File: src/rtl/mix_columns_seq_if.sv
// Handshake bundle for the sequential MixColumns engine: one valid/ready
// channel carrying the input state and mode, one carrying the result.
interface mix_columns_seq_if;
   logic         in_valid;
   logic         in_ready;
   logic [127:0] in_state;
   logic         in_inv;
   logic         out_valid;
   logic         out_ready;
   logic [127:0] out_state;

   // Producer/consumer side of the engine.
   modport master (
      output in_valid, in_state, in_inv, out_ready,
      input  in_ready, out_valid, out_state
   );

   // The engine itself.
   modport slave (
      input  in_valid, in_state, in_inv, out_ready,
      output in_ready, out_valid, out_state
   );
endinterface

File: src/rtl/mix_columns_seq.sv
// Sequential AES MixColumns / InvMixColumns engine. A 128-bit state is
// latched on the input handshake, transformed COLS_PER_CYCLE columns per
// clock, then held on the output channel until the consumer takes it.
module mix_columns_seq #(
   parameter int unsigned COLS_PER_CYCLE = 1,
   parameter logic [8:0]  POLY           = 9'h11B,
   parameter bit          INV_EN         = 1'b1
) (
   input logic              clk,
   input logic              rst,
   mix_columns_seq_if.slave bus
);

   // Illegal configurations stop elaboration instead of building a
   // datapath that silently skips or repeats columns.
   if (!(COLS_PER_CYCLE == 1 || COLS_PER_CYCLE == 2 || COLS_PER_CYCLE == 4)) begin : g_bad_cols
      $error("mix_columns_seq: COLS_PER_CYCLE must be 1, 2 or 4");
   end
   if (POLY[8] != 1'b1) begin : g_bad_poly
      $error("mix_columns_seq: POLY must have bit 8 set");
   end

   // Number of RUN cycles per block; guarded so a bad parameter reaches
   // the elaboration error above rather than a divide by zero.
   localparam int unsigned NUM_STEPS = (COLS_PER_CYCLE == 0) ? 1 : 4 / COLS_PER_CYCLE;
   localparam logic [1:0]  LAST_STEP = 2'(NUM_STEPS - 1);

   typedef enum logic [1:0] {
      S_IDLE,
      S_RUN,
      S_DONE
   } state_t;

   // Multiply by 02 in GF(2^8), reducing by the configured polynomial.
   function automatic logic [7:0] xtime(input logic [7:0] x);
      return {x[6:0], 1'b0} ^ (x[7] ? POLY[7:0] : 8'h00);
   endfunction

   // Transform one column (row 0 in the top byte). All constants are
   // sums of the x, 2x, 4x, 8x chain, so each byte needs three xtimes.
   function automatic logic [31:0] mix_column(input logic [31:0] col, input logic inv);
      logic [7:0]  a  [4];
      logic [7:0]  x2 [4];
      logic [7:0]  x4 [4];
      logic [7:0]  x8 [4];
      logic [7:0]  b;
      logic [31:0] res;
      res = '0;
      for (int i = 0; i < 4; i++) begin
         a[i]  = col[31 - 8*i -: 8];
         x2[i] = xtime(a[i]);
         x4[i] = xtime(x2[i]);
         x8[i] = xtime(x4[i]);
      end
      for (int i = 0; i < 4; i++) begin
         if (inv) begin
            // 0E*a_i ^ 0B*a_(i+1) ^ 0D*a_(i+2) ^ 09*a_(i+3)
            b = (x8[i]         ^ x4[i]         ^ x2[i])
              ^ (x8[(i+1) % 4] ^ x2[(i+1) % 4] ^ a[(i+1) % 4])
              ^ (x8[(i+2) % 4] ^ x4[(i+2) % 4] ^ a[(i+2) % 4])
              ^ (x8[(i+3) % 4] ^ a[(i+3) % 4]);
         end else begin
            // 02*a_i ^ 03*a_(i+1) ^ a_(i+2) ^ a_(i+3)
            b = x2[i]
              ^ (x2[(i+1) % 4] ^ a[(i+1) % 4])
              ^ a[(i+2) % 4]
              ^ a[(i+3) % 4];
         end
         res[31 - 8*i -: 8] = b;
      end
      return res;
   endfunction

   state_t           state_q, state_d;
   logic [3:0][31:0] work_q,  work_d;   // work_q[3] is column 0
   logic [1:0]       cnt_q,   cnt_d;
   logic             mode_q,  mode_d;
   logic [1:0]       col;
   logic             accept;
   logic             result_valid;
   logic [127:0]     result;

   // State, working register, step counter and latched mode.
   always_ff @(posedge clk) begin
      // NOTE: sequential state uses non-blocking assignments so every
      // register samples the pre-edge values of the others.
      if (rst) begin
         // NOTE: the working register is cleared too; it is a plain
         // register, not a memory, and out_state must read as zero.
         state_q <= S_IDLE;
         work_q  <= '0;
         cnt_q   <= '0;
         mode_q  <= 1'b0;
      end else begin
         state_q <= state_d;
         work_q  <= work_d;
         cnt_q   <= cnt_d;
         mode_q  <= mode_d;
      end
   end

   // Next-state, datapath update and handshake outputs.
   always_comb begin
      // NOTE: every signal gets a default first so no path leaves one
      // unassigned, which would infer a latch.
      state_d      = state_q;
      work_d       = work_q;
      cnt_d        = cnt_q;
      mode_d       = mode_q;
      col          = '0;
      accept       = 1'b0;
      result_valid = 1'b0;
      result       = '0;

      unique case (state_q)
         S_IDLE: begin
            accept = 1'b1;
            if (bus.in_valid) begin
               work_d  = bus.in_state;
               mode_d  = bus.in_inv & INV_EN;
               cnt_d   = '0;
               state_d = S_RUN;
            end
         end

         S_RUN: begin
            // One transformer per slot; each slot picks its column through
            // a small mux driven by the step counter.
            for (int k = 0; k < COLS_PER_CYCLE; k++) begin
               col = 2'(int'(cnt_q) * COLS_PER_CYCLE + k);
               work_d[2'd3 - col] = mix_column(work_q[2'd3 - col], mode_q);
            end
            if (cnt_q == LAST_STEP) begin
               cnt_d   = '0;
               state_d = S_DONE;
            end else begin
               cnt_d = cnt_q + 2'd1;
            end
         end

         S_DONE: begin
            result_valid = 1'b1;
            result       = work_q;
            if (bus.out_ready) begin
               state_d = S_IDLE;
            end
         end

         default: state_d = S_IDLE;
      endcase
   end

   // in_ready depends on state only, never on out_ready.
   assign bus.in_ready  = accept;
   assign bus.out_valid = result_valid;
   assign bus.out_state = result;

endmodule

File: src/flat_wrapper.sv
// flat-port wrapper written by rule: the top's interface ports become plain ports
module mix_columns_seq_flat 
#(
   parameter int unsigned COLS_PER_CYCLE = 1,
   parameter logic [8:0]  POLY           = 9'h11B,
   parameter bit          INV_EN         = 1'b1
)
  (clk, rst, bus_in_valid, bus_in_state, bus_in_inv, bus_out_ready, bus_in_ready, bus_out_valid, bus_out_state);
  mix_columns_seq_if bus_i ();
  input logic clk;
  input logic rst;
  input wire logic [$bits(bus_i.in_valid)-1:0] bus_in_valid;
  input wire logic [$bits(bus_i.in_state)-1:0] bus_in_state;
  input wire logic [$bits(bus_i.in_inv)-1:0] bus_in_inv;
  input wire logic [$bits(bus_i.out_ready)-1:0] bus_out_ready;
  output wire logic [$bits(bus_i.in_ready)-1:0] bus_in_ready;
  output wire logic [$bits(bus_i.out_valid)-1:0] bus_out_valid;
  output wire logic [$bits(bus_i.out_state)-1:0] bus_out_state;
  assign bus_i.in_valid = bus_in_valid;
  assign bus_i.in_state = bus_in_state;
  assign bus_i.in_inv = bus_in_inv;
  assign bus_i.out_ready = bus_out_ready;
  assign bus_in_ready = bus_i.in_ready;
  assign bus_out_valid = bus_i.out_valid;
  assign bus_out_state = bus_i.out_state;
  mix_columns_seq #(.COLS_PER_CYCLE(COLS_PER_CYCLE), .POLY(POLY), .INV_EN(INV_EN)) u_core (.clk(clk), .rst(rst), .bus(bus_i));
endmodule
File: config.mk
export PLATFORM = sky130hd
export DESIGN_NAME = mix_columns_seq_flat
export DESIGN_NICKNAME = d
export VERILOG_FILES = /design/src/rtl/mix_columns_seq_if.sv /design/src/rtl/mix_columns_seq.sv /design/src/flat_wrapper.sv
export SDC_FILE = /design/constraint.sdc
export NUM_CORES = 1
export LEC_CHECK = 0
export CELL_PAD_IN_SITES_DETAIL_PLACEMENT = 1
export CELL_PAD_IN_SITES_GLOBAL_PLACEMENT = 1
export CORE_ASPECT_RATIO = 0.6
export CORE_MARGIN = 5
export CORE_UTILIZATION = 37
export CTS_CLUSTER_DIAMETER = 40
export DETAILED_ROUTE_END_ITERATION = 8
export PLACE_DENSITY_LB_ADDON = 0.1
export SYNTH_ARGS = -nofsm -noshare
export SYNTH_HDL_FRONTEND = slang
export SYNTH_SLANG_ARGS = --single-unit
File: constraint.sdc
create_clock -name clk -period 3.56 [get_ports clk]
set_clock_uncertainty 0.15 [all_clocks]
set_input_delay 0.89 -clock clk [delete_from_list [all_inputs] [get_ports clk]]
set_output_delay 0.89 -clock clk [all_outputs]
set_load 0.005 [all_outputs]
==> summary.txt <==
Yosys
  • Synth Area per Inst: 9.47 sq um
  • Number of synthesized flops with an enable pin: 0
  • Fraction of registers with async set/reset: 0
  • Mapped Area: 9590 sq um
  • Mapped Nets: 1,149
  • Yosys cell types: 50
  • Post-synthesis cell count: 1,012
  • Sequential cell area fraction in the yosys report: 0.278
  • Most used flip-flop cell after synthesis: dfxtp_1
  • Largest area contributor in the netlist: dfxtp_1
  • Synth warnings: 0
  • Synth top area cells: dfxtp_1 28%, xnor2_1 9.4%, a22oi_1 8.9%
  • Area share of the leading cell type in the synthesized netlist: 0.278
  • FF+latch count, synth: 133

Layout
  • Fill count: 2,826
  • Fin cells: 1,624
  • Layout area overhead: 39.7%
  • Nets: 1,396
  • Layout cells sized above 1: 0.134
  • Most frequent cells in the layout: 261 x clkdlybuf4s50_1, 135 x and2_1, 131 x dfxtp_1, 114 x a22oi_1, 102 x xnor2_1
  • Commonest non-fill, non-tap cell in the layout: clkdlybuf4s50_1
  • ANT cells: 0

Power and ir drop
  • Sw Pwr: 6.47 mW
  • Comb pwr share: 0.729
  • Worst ir drop on vdd: 0.000668 V
  • Internal power: 7.62 mW
  • Reg power frac: 0.140
  • Clock network power share: 0.131
  • PwrDens: 1050 nW/um^2
  • Pleak: 4.84 nW
  • Total power: 14.1 mW
  • Sw frac: 0.459

Placed design
  • Hpwl dp: 30.6 mm
  • Placer Congestion: 0.917
  • IO Port Bufs: 262
  • Placed cell count: 1,592

Timing
  • Final period util: 0.974
  • Final Max Slew Viols: 0
  • Unrepaired setup endpoints after global routing: no
  • Setup violators final: 0
  • Worst Tran Pin Value: 1.24 ns
  • Sum Neg Setup Slack: 0 ns
  • Hold Violations, Final: 0
  • Post-route minimum period: 3.47 ns
  • Fmax achieved: 288 MHz
  • Slew HR: 0.170

Clock network
  • CTS Sinks: 133
  • Bufs on Longest Clock Path: 2
  • TritonCTS buffer count: 17
  • Worst skew pair latency: 0.44 ns
  • Post-CTS setup buffer count: 0
  • CTS tree: done
  • CTS H-tree lvls: 4
  • Hold_buf cts: 0
  • Worst-path clk slew: 0.06 ns
  • CTS root buffer: clkbuf_16
  • Post-CTS Resized: 0

Routing
  • Met3 Routed Length: 2.92 mm
  • Vias: 9,333
  • Met2 Wirelength: 18.4 mm
  • Initial DRC Count: 956
  • Total detailed-routing wirelength: 41.4 mm
  • DRT met1 WL: 19.5 mm
  • Drt via density: 5.75
  • WL per Instance: 25.5 um
  • Post-route ant nets: 0
  • Top layer in use: met4
  • TritonRoute pass-1 iters: 5
  • Residual DRC: 0

Setup path
  • Setup crit end kind: flip-flop
  • R2R depth: 7
  • Critical path arrival: 3.59 ns
  • Reg2Reg Setup Slack: 0.09 ns
  • Worst-path fanout max: 10
  • RR Startpoint: u_core.cnt_q[0]$_SDFFE_PP0P_
  • Crit path kind: flip-flop to flip-flop
  • Setup crit start: u_core.cnt_q[0]$_SDFFE_PP0P_
  • Worst path required time: 3.68 ns
  • Critical Path Source Type: flip-flop
  • CP endpoint: u_core.work_q[51]$_SDFFE_PP0P_
  • RR Endpoint: u_core.work_q[51]$_SDFFE_PP0P_

Floorplanning
  • Die ar.: 29,300 sq um
  • FP Rows: 45
  • DIE HEIGHT: 135 um
  • # IOs: 263
  • Die Width: 218 um
  • Core ar.: 25,400 sq um
  • Starting Density: 0.378

Job
  • Max-capacitance violation count: 0

Outcome
  • Outcome: finished, final reports clean

Global route
  • All-Layer GR Usage: 0.277
  • Largest net degree at the start of global routing: 81
  • Total gr overflow: 0
  • Initial antenna violation count: 0
  • Vias in the first global route: 9,676
  • Global-route wire length before repair: 62.0 mm

Min path
  • Hold WC Path Type: flip-flop to flip-flop
-- critical path: stages (launching register included) --
cell     delay (ns)
dfxtp_2        0.39
buf_12         0.18
mux4_2         0.64
xor3_1         0.47
xnor3_1        0.53
or3_1          0.42
a31oi_1        0.34
o32ai_1        0.16
-- sequential cells by signal, summed over array words and instances (netlist names) --
| name | count |
|---|---|
| u_core.mode_q | 1 |
| u_core.cnt_q | 2 |
| u_core.work_q | 128 |
| u_core.state_q | 2 |
-- through the flow --
stage / setup WS, ns / util / hold WS (ns) / area, sq um
CTS: 0.0876 / 0.526 / 0.377 / 13400
floorplan: 0.348 / - / 0.306 / 9590
global route: 0.00103 / 0.527 / 0.421 / 13400
global placement: 0.186 / 0.503 / 0.348 / 12800
detailed placement: 0.106 / 0.503 / 0.364 / 12800
finish: 0.0938 / 0.527 / 0.379 / 13400
-- cells by family after synthesis --
| kind of cell | share of synthesized area |
|---|---|
| buffers and inverters | 0.0474 |
| XOR/XNOR | 0.222 |
| AO/OA/AOI/OAI | 0.202 |
| flip-flops | 0.278 |
| adder cells (fa/ha/maj) | 0.00522 |
| AND/OR/NAND/NOR | 0.154 |
| multiplexers | 0.0923 |
-- routing by layer --
metal | global-route usage | vias up
met4 | 0.0613 | 0
met3 | 0.0704 | 35
met5 | 0 | -
li1 | - | 4192
met1 | 0.402 | 4763
met2 | 0.416 | 343
-- power groups by stage --
stage / Combinational [mW] / Sequential (mW) / Clock [mW]
2_1_floorplan: 6.80 / 1.89 / 0
3_3_place_gp: 9.84 / 2.00 / 0
3_5_place_dp: 9.95 / 1.99 / 0
4_1_cts: 10.1 / 1.97 / 1.86
5_1_grt: 10.8 / 2.00 / 1.94
6_report: 10.3 / 1.98 / 1.84
-- cell type report --
class,count,area [sq um],share of cell area
multi-input cells,777,6540,0.488
clock inverters,9,126,0.00944
repair buffers,326,3140,0.234
well taps,352,440,0.0329
flip-flops and latches,133,2670,0.199
clock buffers,23,468,0.0349
inverters,4,15.0,0.00112
-- cell usage after synthesis, types with 3 or more instances --
cell      number
and2_1       136
dfxtp_1      133
a22oi_1      114
xnor2_1      103
clkbuf_1      73
nand2_1       60
a21oi_1       55
o22ai_1       52
mux4_2        32
nor2_1        29
xnor3_1       24
xor2_1        22
nand3_1       14
xnor2_2       13
a222oi_1      12
o32ai_1       12
nor3_1        11
nand2b_1      10
a31oi_1        8
buf_1          8
mux2_2         7
mux2i_1        7
buf_2          6
buf_4          6
nor2b_1        6
xor2_2         5
a221oi_1       4
a22o_1         4
a311oi_1       4
buf_6          4
ha_1           4
o221ai_1       4
xor3_1         4
inv_1          3
or3_1          3
-- how the worst min path moves through the flow --
stage / depth (start not counted) / to / start / slack (ns)
final: 1 / u_core.state_q[0]$_SDFFE_PP0P_ / u_core.state_q[1]$_SDFFE_PP0P_ / 0.38
after global routing: 1 / u_core.state_q[0]$_SDFFE_PP0P_ / u_core.state_q[1]$_SDFFE_PP0P_ / 0.42
after CTS: 1 / u_core.state_q[0]$_SDFFE_PP0P_ / u_core.state_q[1]$_SDFFE_PP0P_ / 0.38
after detailed placement: 1 / u_core.state_q[0]$_SDFFE_PP0P_ / u_core.state_q[1]$_SDFFE_PP0P_ / 0.36
after global placement: 1 / u_core.state_q[0]$_SDFFE_PP0P_ / u_core.state_q[1]$_SDFFE_PP0P_ / 0.35
after floorplan: 1 / u_core.state_q[0]$_SDFFE_PP0P_ / u_core.state_q[1]$_SDFFE_PP0P_ / 0.31
Power figures use the tool's default switching activity.
